**src/rtl/bilin_pkg.sv**
```systemverilog
// Shared types and constants for the bilinear fetch controller.
// Fixed-point layout: coordinates are Q6.7, pixel weights Q0.14.
package bilin_pkg;

  typedef enum logic [1:0] {
    ST_IDLE  = 2'd0,
    ST_FETCH = 2'd1,
    ST_DRAIN = 2'd2,
    ST_OUT   = 2'd3
  } state_t;

  localparam int FRAC_W  = 7;
  localparam int INT_W   = 6;
  localparam int COORD_W = INT_W + FRAC_W;
  localparam int ONE     = 128;
  localparam int WGT_W   = 16;
  localparam int ACC_W   = 23;
  localparam int PIX_W   = 8;
  localparam int ROUND   = 1 << (2 * FRAC_W - 1);

  // Round the Q0.14-scaled sum to an integer pixel and saturate at 255.
  function automatic logic [PIX_W-1:0] round_sat_pix(input logic [ACC_W-1:0] acc);
    logic [ACC_W:0] sum;
    logic [9:0]     q;
    sum = {1'b0, acc} + (ACC_W + 1)'(ROUND);
    q   = 10'(sum >> (2 * FRAC_W));
    if (q > 10'd255) begin
      return 8'hFF;
    end else begin
      return q[PIX_W-1:0];
    end
  endfunction

endpackage

```
**src/rtl/bilin_fetch_ctrl_if.sv**
```systemverilog
// Request / pixel-memory / result bundle of the bilinear fetch controller.
// The controller uses the slave view; the requester/memory/consumer side
// uses the master view.
interface bilin_fetch_ctrl_if #(
  parameter int ADDR_W = 12
);
  logic              req_valid;
  logic              req_ready;
  logic [12:0]       req_x;
  logic [12:0]       req_y;
  logic              mem_rd_en;
  logic [ADDR_W-1:0] mem_addr;
  logic [7:0]        mem_rd_data;
  logic              res_valid;
  logic              res_ready;
  logic [7:0]        res_pix;

  modport slave (
    input  req_valid, req_x, req_y, mem_rd_data, res_ready,
    output req_ready, mem_rd_en, mem_addr, res_valid, res_pix
  );

  modport master (
    output req_valid, req_x, req_y, mem_rd_data, res_ready,
    input  req_ready, mem_rd_en, mem_addr, res_valid, res_pix
  );
endinterface

```
**src/rtl/bilin_weight_gen.sv**
```systemverilog
// Bilinear weight generator: four Q0.14 neighbour weights from the
// horizontal and vertical Q0.7 fractions. The four weights always sum
// to 16384.
module bilin_weight_gen
  import bilin_pkg::*;
(
  input  logic [FRAC_W-1:0] fx,
  input  logic [FRAC_W-1:0] fy,
  output logic [WGT_W-1:0]  w00,
  output logic [WGT_W-1:0]  w01,
  output logic [WGT_W-1:0]  w10,
  output logic [WGT_W-1:0]  w11
);

  logic [7:0] wx0_s;
  logic [7:0] wx1_s;
  logic [7:0] wy0_s;
  logic [7:0] wy1_s;

  // Per-axis weights and their outer products.
  always_comb begin
    wx1_s = {1'b0, fx};
    wy1_s = {1'b0, fy};
    wx0_s = 8'(ONE) - wx1_s;
    wy0_s = 8'(ONE) - wy1_s;
    w00   = WGT_W'(wx0_s) * WGT_W'(wy0_s);
    w01   = WGT_W'(wx1_s) * WGT_W'(wy0_s);
    w10   = WGT_W'(wx0_s) * WGT_W'(wy1_s);
    w11   = WGT_W'(wx1_s) * WGT_W'(wy1_s);
  end

endmodule

```
**src/rtl/bilin_fetch_ctrl.sv**
```systemverilog
// Bilinear fetch controller: accepts a Q6.7 coordinate, reads the four
// neighbouring pixels in order (p00, p01, p10, p11), accumulates the
// weighted sum and presents one rounded, saturated pixel.
// Optional feature macro: BILIN_EDGE_CLAMP_EN clamps neighbour and
// integer coordinates to the image bounds.
module bilin_fetch_ctrl
  import bilin_pkg::*;
#(
  parameter int IMG_W  = 64,
  parameter int IMG_H  = 64,
  parameter int ADDR_W = 12
) (
  input  logic             clk,
  input  logic             rst_n,
  bilin_fetch_ctrl_if.slave bus
);

  if (IMG_W < 2 || IMG_W > 64) begin : g_bad_img_w
    $error("bilin_fetch_ctrl: IMG_W out of range 2..64");
  end
  if (IMG_H < 2 || IMG_H > 64) begin : g_bad_img_h
    $error("bilin_fetch_ctrl: IMG_H out of range 2..64");
  end

  state_t             state_r;
  state_t             state_s;
  logic [1:0]         cnt_r;
  logic [INT_W-1:0]   x_int_r;
  logic [INT_W-1:0]   y_int_r;
  logic [FRAC_W-1:0]  fx_r;
  logic [FRAC_W-1:0]  fy_r;
  logic [ACC_W-1:0]   acc_r;
  logic               mem_rd_en_r;
  logic [ADDR_W-1:0]  mem_addr_r;
  logic               res_valid_r;
  logic [PIX_W-1:0]   res_pix_r;

  logic               accept_s;
  logic [INT_W-1:0]   xi_s;
  logic [INT_W-1:0]   yi_s;
  logic [1:0]         k_s;
  logic [6:0]         x0_s;
  logic [6:0]         x1_s;
  logic [6:0]         y0_s;
  logic [6:0]         y1_s;
  logic [6:0]         x_sel_s;
  logic [6:0]         y_sel_s;
  logic [ADDR_W-1:0]  addr_s;

  logic [WGT_W-1:0]   w00_s;
  logic [WGT_W-1:0]   w01_s;
  logic [WGT_W-1:0]   w10_s;
  logic [WGT_W-1:0]   w11_s;
  logic [1:0]         data_idx_s;
  logic [WGT_W-1:0]   w_sel_s;
  logic [ACC_W-1:0]   acc_next_s;

  bilin_weight_gen u_weight_gen (
    .fx  (fx_r),
    .fy  (fy_r),
    .w00 (w00_s),
    .w01 (w01_s),
    .w10 (w10_s),
    .w11 (w11_s)
  );

  assign accept_s      = (state_r == ST_IDLE) && bus.req_valid;
  assign bus.req_ready = (state_r == ST_IDLE);
  assign bus.mem_rd_en = mem_rd_en_r;
  assign bus.mem_addr  = mem_addr_r;
  assign bus.res_valid = res_valid_r;
  assign bus.res_pix   = res_pix_r;

  // FSM state register.
  always_ff @(posedge clk) begin
    if (!rst_n) begin
      state_r <= ST_IDLE;
    end else begin
      state_r <= state_s;
    end
  end

  // FSM next-state decode.
  always_comb begin
    state_s = state_r;
    case (state_r)
      ST_IDLE: begin
        if (bus.req_valid) begin
          state_s = ST_FETCH;
        end else begin
          state_s = ST_IDLE;
        end
      end
      ST_FETCH: begin
        if (cnt_r == 2'd3) begin
          state_s = ST_DRAIN;
        end else begin
          state_s = ST_FETCH;
        end
      end
      ST_DRAIN: begin
        state_s = ST_OUT;
      end
      ST_OUT: begin
        if (bus.res_ready) begin
          state_s = ST_IDLE;
        end else begin
          state_s = ST_OUT;
        end
      end
      default: begin
        state_s = ST_IDLE;
      end
    endcase
  end

  // Address of the next neighbour to read: neighbour 0 straight from the
  // request while idle, neighbours 1..3 from the captured coordinate.
  always_comb begin
    if (state_r == ST_IDLE) begin
      xi_s = bus.req_x[COORD_W-1:FRAC_W];
      yi_s = bus.req_y[COORD_W-1:FRAC_W];
      k_s  = 2'd0;
    end else begin
      xi_s = x_int_r;
      yi_s = y_int_r;
      k_s  = cnt_r + 2'd1;
    end
`ifdef BILIN_EDGE_CLAMP_EN
    if ({1'b0, xi_s} > 7'(IMG_W - 1)) begin
      x0_s = 7'(IMG_W - 1);
    end else begin
      x0_s = {1'b0, xi_s};
    end
    if ({1'b0, yi_s} > 7'(IMG_H - 1)) begin
      y0_s = 7'(IMG_H - 1);
    end else begin
      y0_s = {1'b0, yi_s};
    end
    if (x0_s >= 7'(IMG_W - 1)) begin
      x1_s = x0_s;
    end else begin
      x1_s = x0_s + 7'd1;
    end
    if (y0_s >= 7'(IMG_H - 1)) begin
      y1_s = y0_s;
    end else begin
      y1_s = y0_s + 7'd1;
    end
`else
    x0_s = {1'b0, xi_s};
    y0_s = {1'b0, yi_s};
    x1_s = x0_s + 7'd1;
    y1_s = y0_s + 7'd1;
`endif
    x_sel_s = k_s[0] ? x1_s : x0_s;
    y_sel_s = k_s[1] ? y1_s : y0_s;
    addr_s  = ADDR_W'(y_sel_s) * ADDR_W'(IMG_W) + ADDR_W'(x_sel_s);
  end

  // Weight for the pixel arriving this cycle (one cycle behind the read).
  always_comb begin
    if (state_r == ST_DRAIN) begin
      data_idx_s = 2'd3;
    end else begin
      data_idx_s = cnt_r - 2'd1;
    end
    case (data_idx_s)
      2'd0:    w_sel_s = w00_s;
      2'd1:    w_sel_s = w01_s;
      2'd2:    w_sel_s = w10_s;
      2'd3:    w_sel_s = w11_s;
      default: w_sel_s = w00_s;
    endcase
    acc_next_s = acc_r + ACC_W'(bus.mem_rd_data) * ACC_W'(w_sel_s);
  end

  // Request capture, read sequencing, multiply-accumulate and result register.
  always_ff @(posedge clk) begin
    if (!rst_n) begin
      cnt_r       <= 2'd0;
      x_int_r     <= '0;
      y_int_r     <= '0;
      fx_r        <= '0;
      fy_r        <= '0;
      acc_r       <= '0;
      mem_rd_en_r <= 1'b0;
      mem_addr_r  <= '0;
      res_valid_r <= 1'b0;
      res_pix_r   <= '0;
    end else begin
      case (state_r)
        ST_IDLE: begin
          if (accept_s) begin
            x_int_r     <= bus.req_x[COORD_W-1:FRAC_W];
            y_int_r     <= bus.req_y[COORD_W-1:FRAC_W];
            fx_r        <= bus.req_x[FRAC_W-1:0];
            fy_r        <= bus.req_y[FRAC_W-1:0];
            acc_r       <= '0;
            cnt_r       <= 2'd0;
            mem_rd_en_r <= 1'b1;
            mem_addr_r  <= addr_s;
          end else begin
            mem_rd_en_r <= 1'b0;
            mem_addr_r  <= '0;
          end
        end
        ST_FETCH: begin
          if (cnt_r != 2'd0) begin
            acc_r <= acc_next_s;
          end else begin
            acc_r <= acc_r;
          end
          if (cnt_r == 2'd3) begin
            mem_rd_en_r <= 1'b0;
            mem_addr_r  <= '0;
          end else begin
            mem_rd_en_r <= 1'b1;
            mem_addr_r  <= addr_s;
          end
          cnt_r <= cnt_r + 2'd1;
        end
        ST_DRAIN: begin
          acc_r       <= acc_next_s;
          res_pix_r   <= round_sat_pix(acc_next_s);
          res_valid_r <= 1'b1;
        end
        ST_OUT: begin
          if (bus.res_ready) begin
            res_valid_r <= 1'b0;
          end else begin
            res_valid_r <= 1'b1;
          end
        end
        default: begin
          mem_rd_en_r <= 1'b0;
          res_valid_r <= 1'b0;
        end
      endcase
    end
  end

endmodule
```
**src/flat_wrapper.sv**
```systemverilog
// flat-port wrapper written by rule: the top's interface ports become plain ports
module bilin_fetch_ctrl_flat import bilin_pkg::*;
#(
  parameter int IMG_W  = 64,
  parameter int IMG_H  = 64,
  parameter int ADDR_W = 12
)
  (clk, rst_n, bus_req_valid, bus_req_x, bus_req_y, bus_mem_rd_data, bus_res_ready, bus_req_ready, bus_mem_rd_en, bus_mem_addr, bus_res_valid, bus_res_pix);
  bilin_fetch_ctrl_if #(.ADDR_W(ADDR_W)) bus_i ();
  input  logic clk;
  input  logic rst_n;
  input wire logic [$bits(bus_i.req_valid)-1:0] bus_req_valid;
  input wire logic [$bits(bus_i.req_x)-1:0] bus_req_x;
  input wire logic [$bits(bus_i.req_y)-1:0] bus_req_y;
  input wire logic [$bits(bus_i.mem_rd_data)-1:0] bus_mem_rd_data;
  input wire logic [$bits(bus_i.res_ready)-1:0] bus_res_ready;
  output wire logic [$bits(bus_i.req_ready)-1:0] bus_req_ready;
  output wire logic [$bits(bus_i.mem_rd_en)-1:0] bus_mem_rd_en;
  output wire logic [$bits(bus_i.mem_addr)-1:0] bus_mem_addr;
  output wire logic [$bits(bus_i.res_valid)-1:0] bus_res_valid;
  output wire logic [$bits(bus_i.res_pix)-1:0] bus_res_pix;
  assign bus_i.req_valid = bus_req_valid;
  assign bus_i.req_x = bus_req_x;
  assign bus_i.req_y = bus_req_y;
  assign bus_i.mem_rd_data = bus_mem_rd_data;
  assign bus_i.res_ready = bus_res_ready;
  assign bus_req_ready = bus_i.req_ready;
  assign bus_mem_rd_en = bus_i.mem_rd_en;
  assign bus_mem_addr = bus_i.mem_addr;
  assign bus_res_valid = bus_i.res_valid;
  assign bus_res_pix = bus_i.res_pix;
  bilin_fetch_ctrl #(.IMG_W(IMG_W), .IMG_H(IMG_H), .ADDR_W(ADDR_W)) u_core (.clk(clk), .rst_n(rst_n), .bus(bus_i));
endmodule
```
**config.mk**
```make
export PLATFORM = sky130hd
export DESIGN_NAME = bilin_fetch_ctrl_flat
export DESIGN_NICKNAME = d
export VERILOG_FILES = /design/src/rtl/bilin_pkg.sv /design/src/rtl/bilin_fetch_ctrl_if.sv /design/src/rtl/bilin_weight_gen.sv /design/src/rtl/bilin_fetch_ctrl.sv /design/src/flat_wrapper.sv
export SDC_FILE = /design/constraint.sdc
export NUM_CORES = 1
export LEC_CHECK = 0
export ABC_AREA = 1
export CORE_MARGIN = 5
export CORE_UTILIZATION = 40
export CTS_BUF_LIST = sky130_fd_sc_hd__clkbuf_4
export CTS_CLUSTER_SIZE = 25
export DETAILED_ROUTE_END_ITERATION = 8
export GPL_ROUTABILITY_DRIVEN = 0
export PLACE_DENSITY = 0.55
export SYNTH_ARGS = -nofsm -noshare
export SYNTH_HDL_FRONTEND = slang
export SYNTH_SLANG_ARGS = --single-unit
export TNS_END_PERCENT = 5
```
**constraint.sdc**
```tcl
create_clock -name clk -period 11.5 [get_ports clk]
set_input_delay 3.45 -clock clk [delete_from_list [all_inputs] [get_ports clk]]
set_output_delay 3.45 -clock clk [all_outputs]
set_load 0.005 [all_outputs]
```
==> impl_summary.log <==
[metrics] count leader, synth: sky130_fd_sc_hd__inv_1
[metrics] layout cell share with drive strength beyond 1: 0.0477
[metrics] leakage component of the power: approximately 9.6 nW
[metrics] Clock H-tree levels: 3
[metrics] Final setup violation count: 0
[metrics] count of boundary I/O pins: roughly 60
[metrics] die area: roughly 44000 um2
[metrics] Metal-1 WL: about 21000 um
[metrics] most frequently used flop master after synthesis: sky130_fd_sc_hd__dfxtp_1
[metrics] TritonCTS clock tree: done
[metrics] number of placed instances with taps included: 2855
[metrics] gate count of the mapped netlist: around 2300
[metrics] fin cells: between 2000 and 3000
[metrics] CTS Buf Count: 9
[metrics] delay of the slowest cell on the worst path: between 0.5 and 0.6 ns
[metrics] flop and latch count out of synthesis: between 70 and 80
[metrics] final slew viol count: 0
[metrics] number of buffers between clock root and the deepest sink: 2
[metrics] maximum clock skew at final layout: 0.0711 ns
[metrics] total count of hold-check failures in the final report: 0
[metrics] length of the first detailed-routing pass in iterations: 6
[metrics] average cell area after synthesis: ~7.0 um2
[metrics] Layout Nets: approximately 2800
[metrics] slew at the pin with the worst max-slew slack: 0.934 ns
[metrics] DP Wirelength: roughly 38000 um
[metrics] final cell utilization of the core: 0.438
[metrics] worst-path cell with the longest stage delay: sky130_fd_sc_hd__fa_1
[metrics] netlist area before placement: around 16000 um2
[metrics] core box area: 39800 um2
[metrics] number of vias per cell after detailed routing: between 4 and 5
[metrics] number of global-route vias before repair: 14334
[metrics] number of flops mapped to enable cells by yosys: 0
[metrics] power density over the cells: 189 nW/um2
[metrics] worst slew slack as a fraction of its limit: 0.375
[metrics] total overflow reported by the global router: 0
[metrics] IO buf count: 60
[metrics] wire length of the first global-routing pass: 75700 um
[metrics] count of distinct cell types in the synthesized netlist: 52
[metrics] aggregate routed wire length: roughly 46000 um
[metrics] class of the tightest hold or removal check: reg -> reg
[metrics] count of warnings emitted by yosys: 0
[metrics] pin count of the biggest net entering global routing: 50
[metrics] Max Fanout on Critical Path: 12
[metrics] clock transition at the registers of the reported paths: 0.21 ns
[metrics] post-DR wirelength/cell: between 15 and 20 um
[metrics] cell type with the highest aggregate area in the netlist: sky130_fd_sc_hd__fa_1
[metrics] number of vias after detailed routing: 14084
[metrics] Area growth syn-to-layout: 8.18%
[metrics] worst vdd rail ir drop: slightly below 0.3 mV
[metrics] final critical-path required period: ~11 ns
[metrics] Post-Syn Nets: between 2000 and 3000
[metrics] minimum setup slack after placement: 0.479 ns
[metrics] Synth area leaders: sky130_fd_sc_hd__fa_1 28%, sky130_fd_sc_hd__ha_1 15%, sky130_fd_sc_hd__inv_1 12%, sky130_fd_sc_hd__nand2_1 11%, sky130_fd_sc_hd__dfxtp_1 9.3%
[metrics] worst endpoint required time: 11.99 ns
[metrics] floorplan die width: between 200 and 250 um
[metrics] number of clock sinks seen by CTS: 75
[metrics] unrepaired setup endpoints after global routing: false
[metrics] run status: completed
[metrics] wire length on met2: slightly above 20000 um
[metrics] Yosys top cell area share: 0.277
[metrics] CP arrival: roughly 11 ns
[metrics] proportion of synthesized chip area in sequential cells: 0.0931
[metrics] final worst-path cycle share: 0.935
[metrics] Top Metal Used: met4
[metrics] starting density of the core: 0.405
[metrics] worst skew pair latency: 0.59 ns
[metrics] Final ANT Viol Nets: 0
[metrics] top achievable clock speed: just over 0.09 GHz
[metrics] total negative setup slack: 0 ns
[metrics] Post-synth top cells: 515 x sky130_fd_sc_hd__inv_1, 487 x sky130_fd_sc_hd__nand2_1, 290 x sky130_fd_sc_hd__nor2_1, 223 x sky130_fd_sc_hd__fa_1, 187 x sky130_fd_sc_hd__ha_1
[metrics] Startpoint Class: flip-flop
[metrics] Die Span Y: approximately 210 um
[metrics] site row count: 73
[metrics] max-cap viol count: 0
[metrics] # Post-CTS Setup Buffers: 0
[metrics] filler cell count: 4245
[metrics] number of antenna violations at the first check in global routing: 1
[metrics] Buf/Inv on CP: 10
[metrics] worst path setup slack after routing: between 0.7 and 0.8 ns
[metrics] gate family responsible for the most delay along the worst path: adder cells
[metrics] WL met3: approximately 2100 um
[metrics] GRT Overall Usage: 0.211
[metrics] critical path endpoint category: flip-flop
[metrics] class of the most critical setup path: reg -> reg
[metrics] Clk Tree Root Cell: sky130_fd_sc_hd__clkbuf_4
[metrics] number of DRC violations after detailed routing: 0
[metrics] drt initial violations: 823
[metrics] fraction of registers with async set or reset after synthesis: 0
## flip-flops by register name, indices dropped and copies added (netlist names)
| signal | flops |
|---|---|
| u_core.acc_r | 23 |
| u_core.bus.mem_addr | 12 |
| u_core.bus.mem_rd_en | 1 |
| u_core.bus.res_pix | 8 |
| u_core.bus.res_valid | 1 |
| u_core.cnt_r | 2 |
| u_core.fx_r | 7 |
| u_core.fy_r | 7 |
| u_core.state_r | 2 |
| u_core.x_int_r | 6 |
| u_core.y_int_r | 6 |
## worst register-to-register path, delay by kind of cell, from the launching register on
kind                     cells  cell delay (ns)
flip-flops                   1             0.51
AND/OR/NAND/NOR             23             3.06
adder cells (fa/ha/maj)     12             5.31
buffers and inverters       10             1.24
AO/OA/AOI/OAI                3             0.56
## through the flow
step / power, mW / area, um2 / hold slack (ns)
finish: 3.30 / 17500 / 0.465
CTS: 3.33 / 17400 / 0.467
global placement: 3.07 / 17300 / 0.437
detailed placement: 3.09 / 17300 / 0.443
floorplan: 2.41 / 16100 / 0.424
global route: 3.76 / 17500 / 0.482
## final cells by class
| type | count | area (um2) | area share |
|---|---|---|---|
| multi-input cells | 1642 | 12400 | 0.710 |
| inverters | 533 | 2000 | 0.115 |
| flip-flops and latches | 75 | 1500 | 0.0861 |
| repair buffers | 80 | 751 | 0.0430 |
| well taps | 525 | 657 | 0.0376 |
| clock inverters | 7 | 82.6 | 0.00473 |
| clock buffers | 9 | 67.6 | 0.00387 |
| diodes | 1 | 2.50 | 0.000143 |
## per-layer routing
metal  track usage  vias to the layer above
met2         0.342                      320
li1              -                     7057
met4        0.0736                        0
met3        0.0328                       83
met1         0.289                     6624
met5             0                        -
## where the power goes
part           leakage (nW)  total (mW)  internal (mW)  switching [mW]
Sequential            0.613       0.303          0.281          0.0219
Combinational          8.94        2.80          0.984            1.81
Clock                0.0808       0.202         0.0700           0.132
Total                  9.64        3.30           1.33            1.97
## cell families after synthesis
kind of cell    after synthesis  share of synthesized area
compound gates              239                     0.0801
xor+xnor                     21                     0.0119
fa+ha+maj                   410                      0.422
buf+inv                     595                      0.139
flops                        75                     0.0931
mux                           2                    0.00124
simple gates                970                      0.253
## cell usage in the layout, fill, tap and decap left out, types with 26 or more instances in the layout
cell                              count
sky130_fd_sc_hd__a21oi_1            133
sky130_fd_sc_hd__dfxtp_1             74
sky130_fd_sc_hd__nor2_1             289
sky130_fd_sc_hd__o21ai_0             67
sky130_fd_sc_hd__inv_1              515
sky130_fd_sc_hd__fa_1               223
sky130_fd_sc_hd__ha_1               187
sky130_fd_sc_hd__nor3_1              26
sky130_fd_sc_hd__nand2_1            487
sky130_fd_sc_hd__clkdlybuf4s50_1     60
sky130_fd_sc_hd__nand3_1             85
## worst paths after layout
| kind | from | slack (ns) | cells after the start | endpoint |
|---|---|---|---|---|
| setup / recovery | u_core.fx_r[0] | 0.74 | 48 | u_core.bus.res_pix[7] |
| hold / removal | u_core.y_int_r[2] | 0.46 | 2 | u_core.y_int_r[2] |
| setup reg to reg | u_core.fx_r[0] | 0.74 | 48 | u_core.bus.res_pix[7] |
| hold reg to reg | u_core.y_int_r[2] | 0.46 | 2 | u_core.y_int_r[2] |
## timing repair
action	CTS	global route
gates resized for setup	0	2
endpoints found under the setup margin	0	8
hold buffers	0	0
(Power assumes the default switching activity.)
